`src/rtl/exec_unit.sv`:
```
// Multi-cycle execute stage: ALU, shift and shift-add multiply, feeding the
// register-file write port through a start/busy/done handshake.
module exec_unit #(
  parameter int W = 8,
  parameter int D = 4
) (
  input  logic         CLK,
  input  logic         Reset,
  input  logic         start,
  input  logic [2:0]   op,
  input  logic [D-1:0] dst_addr,
  input  logic [W-1:0] acc_in,
  input  logic [W-1:0] reg_in,
  output logic         busy,
  output logic         done,
  output logic [W-1:0] data_out,
  output logic         acc_write_en,
  output logic         reg_write_en,
  output logic [D-1:0] waddr,
  output logic         carry
);

  localparam int SW = $clog2(W);
  localparam int CW = $clog2(W + 1);

  localparam logic [2:0] OP_ADD = 3'b000;
  localparam logic [2:0] OP_SUB = 3'b001;
  localparam logic [2:0] OP_AND = 3'b010;
  localparam logic [2:0] OP_XOR = 3'b011;
  localparam logic [2:0] OP_SHL = 3'b100;
  localparam logic [2:0] OP_SHR = 3'b101;
  localparam logic [2:0] OP_MUL = 3'b110;
  localparam logic [2:0] OP_MOV = 3'b111;

  localparam logic [CW-1:0] CNT_ONE = CW'(1);
  localparam logic [CW-1:0] CNT_MUL = CW'(W);

  typedef enum logic [2:0] {
    S_IDLE   = 3'd0,
    S_SHIFT  = 3'd1,
    S_MUL    = 3'd2,
    S_WB_ACC = 3'd3,
    S_WB_REG = 3'd4
  } state_t;

  state_t        state_q, state_d;
  logic [2:0]    op_q, op_d;
  logic [W-1:0]  res_q, res_d;   // result / shifter / multiplier low half
  logic [W-1:0]  hi_q, hi_d;     // multiplier high half
  logic [W-1:0]  b_q, b_d;       // latched multiplicand
  logic [CW-1:0] cnt_q, cnt_d;
  logic          carry_q, carry_d;
  logic [D-1:0]  waddr_q, waddr_d;
  logic [W:0]    mul_sum_s;
  logic [SW-1:0] sh_amt_s;

  // Next-state and datapath update; everything holds unless a state acts on it.
  always_comb begin
    state_d   = state_q;
    op_d      = op_q;
    res_d     = res_q;
    hi_d      = hi_q;
    b_d       = b_q;
    cnt_d     = cnt_q;
    carry_d   = carry_q;
    waddr_d   = waddr_q;
    sh_amt_s  = reg_in[SW-1:0];
    mul_sum_s = {1'b0, hi_q} + (res_q[0] ? {1'b0, b_q} : {(W+1){1'b0}});

    case (state_q)
      S_IDLE: begin
        if (start) begin
          op_d    = op;
          waddr_d = dst_addr;
          b_d     = reg_in;
          hi_d    = {W{1'b0}};
          res_d   = acc_in;
          case (op)
            OP_ADD: begin
              {carry_d, res_d} = {1'b0, acc_in} + {1'b0, reg_in};
              state_d = S_WB_ACC;
            end
            OP_SUB: begin
              res_d   = acc_in - reg_in;
              carry_d = (acc_in < reg_in);
              state_d = S_WB_ACC;
            end
            OP_AND: begin
              res_d   = acc_in & reg_in;
              state_d = S_WB_ACC;
            end
            OP_XOR: begin
              res_d   = acc_in ^ reg_in;
              state_d = S_WB_ACC;
            end
            OP_SHL, OP_SHR: begin
              cnt_d = {{(CW-SW){1'b0}}, sh_amt_s};
              if (sh_amt_s == {SW{1'b0}}) begin
                state_d = S_WB_ACC;
              end else begin
                state_d = S_SHIFT;
              end
            end
            OP_MUL: begin
              cnt_d   = CNT_MUL;
              state_d = S_MUL;
            end
            OP_MOV: begin
              state_d = S_WB_REG;
            end
            default: begin
              state_d = S_IDLE;
            end
          endcase
        end else begin
          state_d = S_IDLE;
        end
      end

      S_SHIFT: begin
        if (op_q == OP_SHL) begin
          carry_d = res_q[W-1];
          res_d   = res_q << 1;
        end else begin
          carry_d = res_q[0];
          res_d   = res_q >> 1;
        end
        cnt_d = cnt_q - CNT_ONE;
        if (cnt_q == CNT_ONE) begin
          state_d = S_WB_ACC;
        end else begin
          state_d = S_SHIFT;
        end
      end

      // Shift-add: add multiplicand into the high half, then shift the pair right.
      S_MUL: begin
        hi_d  = mul_sum_s[W:1];
        res_d = {mul_sum_s[0], res_q[W-1:1]};
        cnt_d = cnt_q - CNT_ONE;
        if (cnt_q == CNT_ONE) begin
          state_d = S_WB_ACC;
        end else begin
          state_d = S_MUL;
        end
      end

      S_WB_ACC: begin
        if (op_q == OP_MUL) begin
          res_d   = hi_q;
          state_d = S_WB_REG;
        end else begin
          state_d = S_IDLE;
        end
      end

      S_WB_REG: begin
        state_d = S_IDLE;
      end

      default: begin
        state_d = S_IDLE;
      end
    endcase
  end

  // State and datapath registers; asynchronous reset aborts any op in flight.
  always_ff @(posedge CLK or posedge Reset) begin
    if (Reset) begin
      state_q <= S_IDLE;
      op_q    <= 3'b000;
      res_q   <= {W{1'b0}};
      hi_q    <= {W{1'b0}};
      b_q     <= {W{1'b0}};
      cnt_q   <= {CW{1'b0}};
      carry_q <= 1'b0;
      waddr_q <= {D{1'b0}};
    end else begin
      state_q <= state_d;
      op_q    <= op_d;
      res_q   <= res_d;
      hi_q    <= hi_d;
      b_q     <= b_d;
      cnt_q   <= cnt_d;
      carry_q <= carry_d;
      waddr_q <= waddr_d;
    end
  end

  // Moore outputs decoded from registered state only.
  assign busy         = (state_q != S_IDLE);
  assign acc_write_en = (state_q == S_WB_ACC);
  assign reg_write_en = (state_q == S_WB_REG);
  assign done         = ((state_q == S_WB_ACC) && (op_q != OP_MUL)) || (state_q == S_WB_REG);
  assign data_out     = res_q;
  assign waddr        = waddr_q;
  assign carry        = carry_q;

endmodule

```
`config.mk`:
```
export PLATFORM = sky130hd
export DESIGN_NAME = exec_unit
export DESIGN_NICKNAME = d
export VERILOG_FILES = /design/src/rtl/exec_unit.sv
export SDC_FILE = /design/constraint.sdc
export NUM_CORES = 1
export LEC_CHECK = 0
export ABC_AREA = 1
export CORE_UTILIZATION = 50
export CTS_CLUSTER_DIAMETER = 100
export DETAILED_ROUTE_END_ITERATION = 6
export PLACE_DENSITY = 0.73
export SETUP_SLACK_MARGIN = 0.05
export SLEW_MARGIN = 5
export SYNTH_ARGS = -nofsm -noshare
export SYNTH_HDL_FRONTEND = slang
export SYNTH_SLANG_ARGS = --single-unit
```
`constraint.sdc`:
```
create_clock -name CLK -period 3.92 [get_ports CLK]
set_input_delay 0.784 -clock CLK [delete_from_list [all_inputs] [get_ports CLK]]
set_output_delay 0.784 -clock CLK [all_outputs]
set_load 0.01 [all_outputs]
```
# Word-level counts from Yosys, hierarchy flattened
# Cells that the tools add are included.
# W data, S select, Z words.
[totals]
input_bits = 26
word_cells = 74
out_inout_bits = 17
register_bits = 39
[classes]
bitwise = 2
mux = 22
order_cmp = 1
reduce_logical = 18
addsub = 4
n_eq_ne = 19
[ops]
columns = ["cell", "count"]
rows = [
  ["$pmux W8 S4", 2],
  ["$mux W8", 5],
  ["$pmux W3 S4", 2],
  ["$eq A3 B3 Y1 const B", 7],
  ["$add A8 B8 Y9", 2],
  ["$pmux W4 S2", 2],
  ["$pmux W8 S2", 1],
  ["$eq A3 B2 Y1 const B", 4],
  ["$logic_not A3 Y1", 3],
  ["$reduce_and A3 Y1", 3],
  ["$and A8 B8 Y8", 1],
  ["$lt A8 B8 Y1", 1],
  ["$sub A8 B8 Y8", 1],
  ["$xor A8 B8 Y8", 1],
  ["$eq A3 B1 Y1 const B", 2],
  ["$mux W3", 2],
  ["$ne A3 B1 Y1 const B", 2],
  ["$reduce_bool A2 Y1", 3],
  ["$eq A4 B1 Y1 const B", 1],
  ["$mux W2", 2],
  ["$mux W4", 1],
  ["$pmux W1 S2", 2],
  ["$reduce_and A2 Y1", 2],
  ["$reduce_bool A4 Y1", 1],
  ["10 further kinds", 13],
]

# Longest topological paths before layout
[depth]
depth_word = 5
mapped_depth = 16
depth_no_buf = 15

# Least setup slack after synthesis
# No wires, ideal clock.
[synth_timing]
kind = "input port to flip-flop"
from = "input acc_in[0]"
to = "register res_q[4], in the netlist data_out[4]"
arrival_time_ns = 2.042
t_required_ns = 3.843
path_stages = 13
n_path_buf = 0
path_slack_ns = 1.800
setup_time_ns = 0.077
cell_sequence = "ha_1 > inv_1 > fa_1 > inv_1 > nand2_1 > nand2_1 > and2_1 > nand2_1 > o211ai_1 > nand2_1 > nand2_1 > nand2_1 > a21oi_1"
[synth_between]
elab_chain_len = 4
word_cells_on_any_way = 5
classes_between = "add/sub: 2; mux: 3"
[synth_rtl]
columns = ["item", "line_no", "rtl"]
rows = [
  ["from (decl)", "12", "input logic [W-1:0] acc_in,"],
  ["$sub A8 B8 Y8 or $add A8 B8 Y9 (tied branches)", "84, 80", ""],
  ["$pmux W8 S4 (*)", "78", "case (op)"],
  ["$mux W8 (*)", "72", "if (start) begin"],
  ["$pmux W8 S4 (*)", "70", "case (state_q)"],
  ["to (signal assigned)", "172", "res_q <= {W{1'b0}};"],
  ["to (signal assigned)", "181", "res_q <= res_d;"],
  ["to (decl)", "48", "logic [W-1:0] res_q, res_d;"],
]
# Every way passes the cells marked *; elsewhere a longest branch is shown, timed or not. The select of a mux whose other input is x is not followed.
# A chain may end at the register's enable or synchronous reset.

# Final worst setup path
[layout_timing]
from = "register state_q[2]"
to = "output acc_write_en"
[layout_between]
elab_chain_len = 1
[layout_rtl]
columns = ["item", "line_no", "rtl"]
rows = [
  ["from (decl)", "46", "state_t state_q, state_d;"],
  ["from (signal assigned)", "179", "state_q <= state_d;"],
  ["$eq A3 B2 Y1", "192", "assign acc_write_en = (state_q == S_WB_ACC);"],
  ["to (decl)", "17", "output logic acc_write_en,"],
]
# Every way passes these cells.

==> flow_results.xml <==
<?xml version="1.0" encoding="UTF-8"?>
<metrics>
  <group name="run_status">
    <metric name="result_of_the_run" unit="">finished with violations</metric>
    <metric name="failed_checks" unit="">design-rule violations</metric>
  </group>
  <group name="sta">
    <metric name="grt_setup_unrepaired" unit="">no</metric>
    <metric name="hold_viol" unit="">0</metric>
    <metric name="fin_crit_sh" unit="%">69.8</metric>
    <metric name="final-max-slew-violation-count" unit="">0</metric>
    <metric name="setup_viol" unit="">0</metric>
    <metric name="totalNegativeSetupSlack" unit="ns">0</metric>
    <metric name="relSlewSlack" unit="%">52.6</metric>
    <metric name="clock-skew-final" unit="ns">0.0124</metric>
    <metric name="period_needed" unit="ns">2.73</metric>
    <metric name="fmax" unit="MHz">366</metric>
    <metric name="worst_hold_slack_across_all_endpoints" unit="ns">0.474</metric>
    <metric name="worst-slew-pin-transition" unit="ns">0.708</metric>
  </group>
  <group name="finish">
    <metric name="syn2layout_area_growth" unit="%">17.0</metric>
    <metric name="antenna_cells" unit="">0</metric>
    <metric name="finalNetCount" unit="">594</metric>
    <metric name="layout-drive-gt1-share" unit="%">5.38</metric>
    <metric name="finish.utilization" unit="%">61.5</metric>
    <metric name="instances_no_fill" unit="">616</metric>
  </group>
  <group name="die">
    <metric name="chip_width" unit="um">84.2</metric>
    <metric name="die-area" unit="um2">7090</metric>
    <metric name="core_area" unit="um2">6420</metric>
    <metric name="die_h" unit="um">84.2</metric>
    <metric name="placement_rows" unit="">29</metric>
    <metric name="initial_core_util" unit="%">52.6</metric>
    <metric name="ios" unit="">43</metric>
  </group>
  <group name="worst_setup_path">
    <metric name="cells_traversed_along_the_worst_timing_path" unit="">inv_1 -&gt; nand3_1 -&gt; inv_1 -&gt; clkdlybuf4s50_1</metric>
    <metric name="timing.critical_path.arrival" unit="ns">1.95</metric>
    <metric name="cp-startpoint" unit="">state_q[2]</metric>
    <metric name="endpoint_kind" unit="">primary output</metric>
    <metric name="worst-path-max-fanout" unit="">7</metric>
    <metric name="cp_slowest_stage_delay" unit="ns">0.59</metric>
    <metric name="worstReg2RegStart" unit="">data_out[0]</metric>
    <metric name="critPathRequiredTime" unit="ns">3.14</metric>
    <metric name="start_kind" unit="">flip-flop</metric>
    <metric name="setup.worst_path.class" unit="">reg2out</metric>
    <metric name="critical_path.most_common_cell" unit="">inv_1</metric>
    <metric name="slowest_stage" unit="">clkdlybuf4s50_1</metric>
  </group>
  <group name="route">
    <metric name="detailed_routed_wire_length_on_met2" unit="mm">4.10</metric>
    <metric name="antenna_violating_nets_post_route" unit="">0</metric>
    <metric name="vias" unit="">3396</metric>
    <metric name="post_drt_wl_per_cell" unit="um">14.4</metric>
    <metric name="vias_per_cell" unit="">5.51</metric>
    <metric name="dr_wl_met3" unit="um">415</metric>
    <metric name="dr.pass1.iters" unit="">7</metric>
    <metric name="met1_length" unit="mm">4.17</metric>
    <metric name="postRouteWirelength" unit="mm">8.86</metric>
    <metric name="detail_route.drc_violations" unit="">2</metric>
    <metric name="dr.max_layer_used" unit="">met4</metric>
    <metric name="drtIter0Drc" unit="">244</metric>
  </group>
  <group name="synth">
    <metric name="netlist.area_leader.share" unit="%">28.9</metric>
    <metric name="yosysWarningCount" unit="">0</metric>
    <metric name="synth-seq-cells" unit="">39</metric>
    <metric name="post_synth_mux_area_share" unit="%">0</metric>
    <metric name="synth.lib_cells_used.distinct" unit="">35</metric>
    <metric name="synth_compound_gate_area_share" unit="%">17.5</metric>
    <metric name="synth.net_count" unit="">555</metric>
    <metric name="synth_top_family_by_area" unit="">simple AND/OR/NAND/NOR gates</metric>
    <metric name="dominant_cell_type_by_area_after_synthesis" unit="">dfrtp_1</metric>
    <metric name="synth-edff-count" unit="">0</metric>
    <metric name="synth-main-ff-cell" unit="">dfrtp_1</metric>
    <metric name="synth_commonest_cells" unit="">132 x nand2_1, 80 x inv_1, 46 x nor2_1, 39 x dfrtp_1, 33 x o21ai_0</metric>
    <metric name="yosys.area_share.adder" unit="%">11.8</metric>
    <metric name="postSynthAreaPerCell" unit="um2">6.77</metric>
    <metric name="synthMostInstantiatedCell" unit="">nand2_1</metric>
    <metric name="netlist_instances" unit="">499</metric>
    <metric name="syn-cell-area" unit="um2">3380</metric>
    <metric name="synth_sequential_area_ratio" unit="%">28.9</metric>
    <metric name="synth_async_sr_flop_share" unit="%">100</metric>
    <metric name="post_synth_simple_gate_area" unit="%">29.4</metric>
    <metric name="synthXorXnorAreaFrac" unit="%">1.04</metric>
    <metric name="synth.area.top_cells" unit="">dfrtp_1 29%, nand2_1 15%, ha_1 10%</metric>
  </group>
  <group name="flow_run">
    <metric name="cap_viol_max_count" unit="">0</metric>
  </group>
  <group name="clock_network">
    <metric name="cts.reportedPaths.clkPinSlew" unit="ns">0.08</metric>
    <metric name="cts.sink_count" unit="">39</metric>
    <metric name="clock_latency" unit="ns">0.30</metric>
    <metric name="ctsResizeCount" unit="">0</metric>
    <metric name="cts-htree-levels" unit="">2</metric>
    <metric name="cts_tree" unit="">done</metric>
    <metric name="quantity_of_hold_fixing_buffers_added_after_cts" unit="">0</metric>
    <metric name="ctsLongestPathBuffers" unit="">2</metric>
    <metric name="ctsRootBufferMaster" unit="">clkbuf_8</metric>
    <metric name="post-cts-setup-buffers" unit="">0</metric>
    <metric name="tritoncts.num_buffers" unit="">5</metric>
  </group>
  <group name="global_routing">
    <metric name="globalRoute.totalOverflow" unit="">0</metric>
    <metric name="grt_usage" unit="%">26.3</metric>
    <metric name="grt_pass1_vias" unit="">3147</metric>
    <metric name="pin_count_of_the_biggest_net_entering_global_routing" unit="">40</metric>
    <metric name="initial_antenna_violation_count" unit="">0</metric>
    <metric name="grt_pass1_wl" unit="mm">14.9</metric>
  </group>
  <group name="placed_design">
    <metric name="input_output_buffers" unit="">42</metric>
    <metric name="hpwl" unit="mm">6.96</metric>
    <metric name="place_congestion" unit="">0.983</metric>
    <metric name="dpl.cell_count" unit="">608</metric>
  </group>
  <group name="power_and_ir_drop">
    <metric name="pwr_density_cell" unit="nW/um2">643</metric>
    <metric name="power.static_leakage" unit="nW">2.07</metric>
    <metric name="p_total" unit="W">0.00254</metric>
    <metric name="vdd_ir_drop_max" unit="uV">303</metric>
  </group>
  <group name="worst_hold_path">
    <metric name="worst_hold_startpoint" unit="">waddr[2]</metric>
    <metric name="hold_path_class" unit="">reg2reg</metric>
  </group>
</metrics>
## power by group
group / total [W] / internal, W / switching (W)
logic: 0.00143 / 0.000564 / 0.000862
clock network: 0.000342 / 0.000190 / 0.000153
registers: 0.000775 / 0.000595 / 0.000180
## cell families (layout without fill, tap and decap cells)
kind of cell,count (synthesis),after routing
simple gates,231,231
flops,39,39
xor+xnor,4,4
buf+inv,97,137
fa+ha+maj,30,30
compound gates,98,98
## final timing paths
kind,end,slack [ns],cells past startpoint
max in group asynchronous,b_q[7],2.65,3
worst min-delay path,waddr[2],0.47,2
min in group asynchronous,waddr[2],0.91,3
worst max register to register,hi_q[5],1.68,15
worst min register to register,waddr[2],0.47,2
worst max-delay path,acc_write_en,1.19,4
## registers in the layout, summed over array words and instances (netlist names)
| name | count |
|---|---|
| hi_q | 8 |
| op_q | 3 |
| cnt_q | 4 |
| state_q | 3 |
| b_q | 8 |
| waddr | 4 |
| carry | 1 |
| data_out | 8 |
## cell type report
class / instances / area [um2]
fillers: 619 / 2470
multi-input cells: 363 / 2020
clock inverters: 3 / 43.8
clock buffers: 5 / 68.8
repair buffers: 43 / 428
inverters: 86 / 323
well taps: 77 / 96.3
flip-flops and latches: 39 / 976
## critical path, delay by kind of cell (launching register included)
family	cells	cell delay, ns
AND/OR/NAND/NOR	1	0.20
flip-flops	1	0.45
buffers and inverters	3	1.01
## per-layer routing
layer  vias up  GRT usage (%)
met1      1575           37.2
met3        15           2.95
met5         -              0
met4         0           10.8
li1       1697              -
met2       109           41.4
## through the flow
| stage | area (um2) | worst slack (ns) |
|---|---|---|
| after global routing | 3950 | 1.05 |
| after CTS | 3950 | 1.18 |
| after floorplan | 3380 | 1.80 |
| after detailed placement | 3840 | 1.05 |
| final | 3950 | 1.19 |
| after global placement | 3840 | 1.10 |
## placed cells by master, fill, tap and decap left out, types with 3 or more instances in the layout
cell / synthesis / final
clkdlybuf4s50_1: 0 / 42
clkbuf_8: 0 / 5
a21oi_1: 29 / 29
dfrtp_1: 39 / 39
nand2_1: 132 / 132
nor3_1: 4 / 4
o21ai_2: 6 / 6
inv_2: 6 / 6
o21ai_0: 33 / 33
o22ai_1: 6 / 6
o211ai_1: 7 / 7
inv_1: 80 / 80
nand4_1: 8 / 8
ha_1: 27 / 27
a22oi_1: 6 / 6
nand3_1: 29 / 29
a221oi_1: 4 / 4
nor2_1: 46 / 46
fa_1: 3 / 3
xor2_1: 3 / 3
Note: power is estimated with default switching activity, not from simulation.
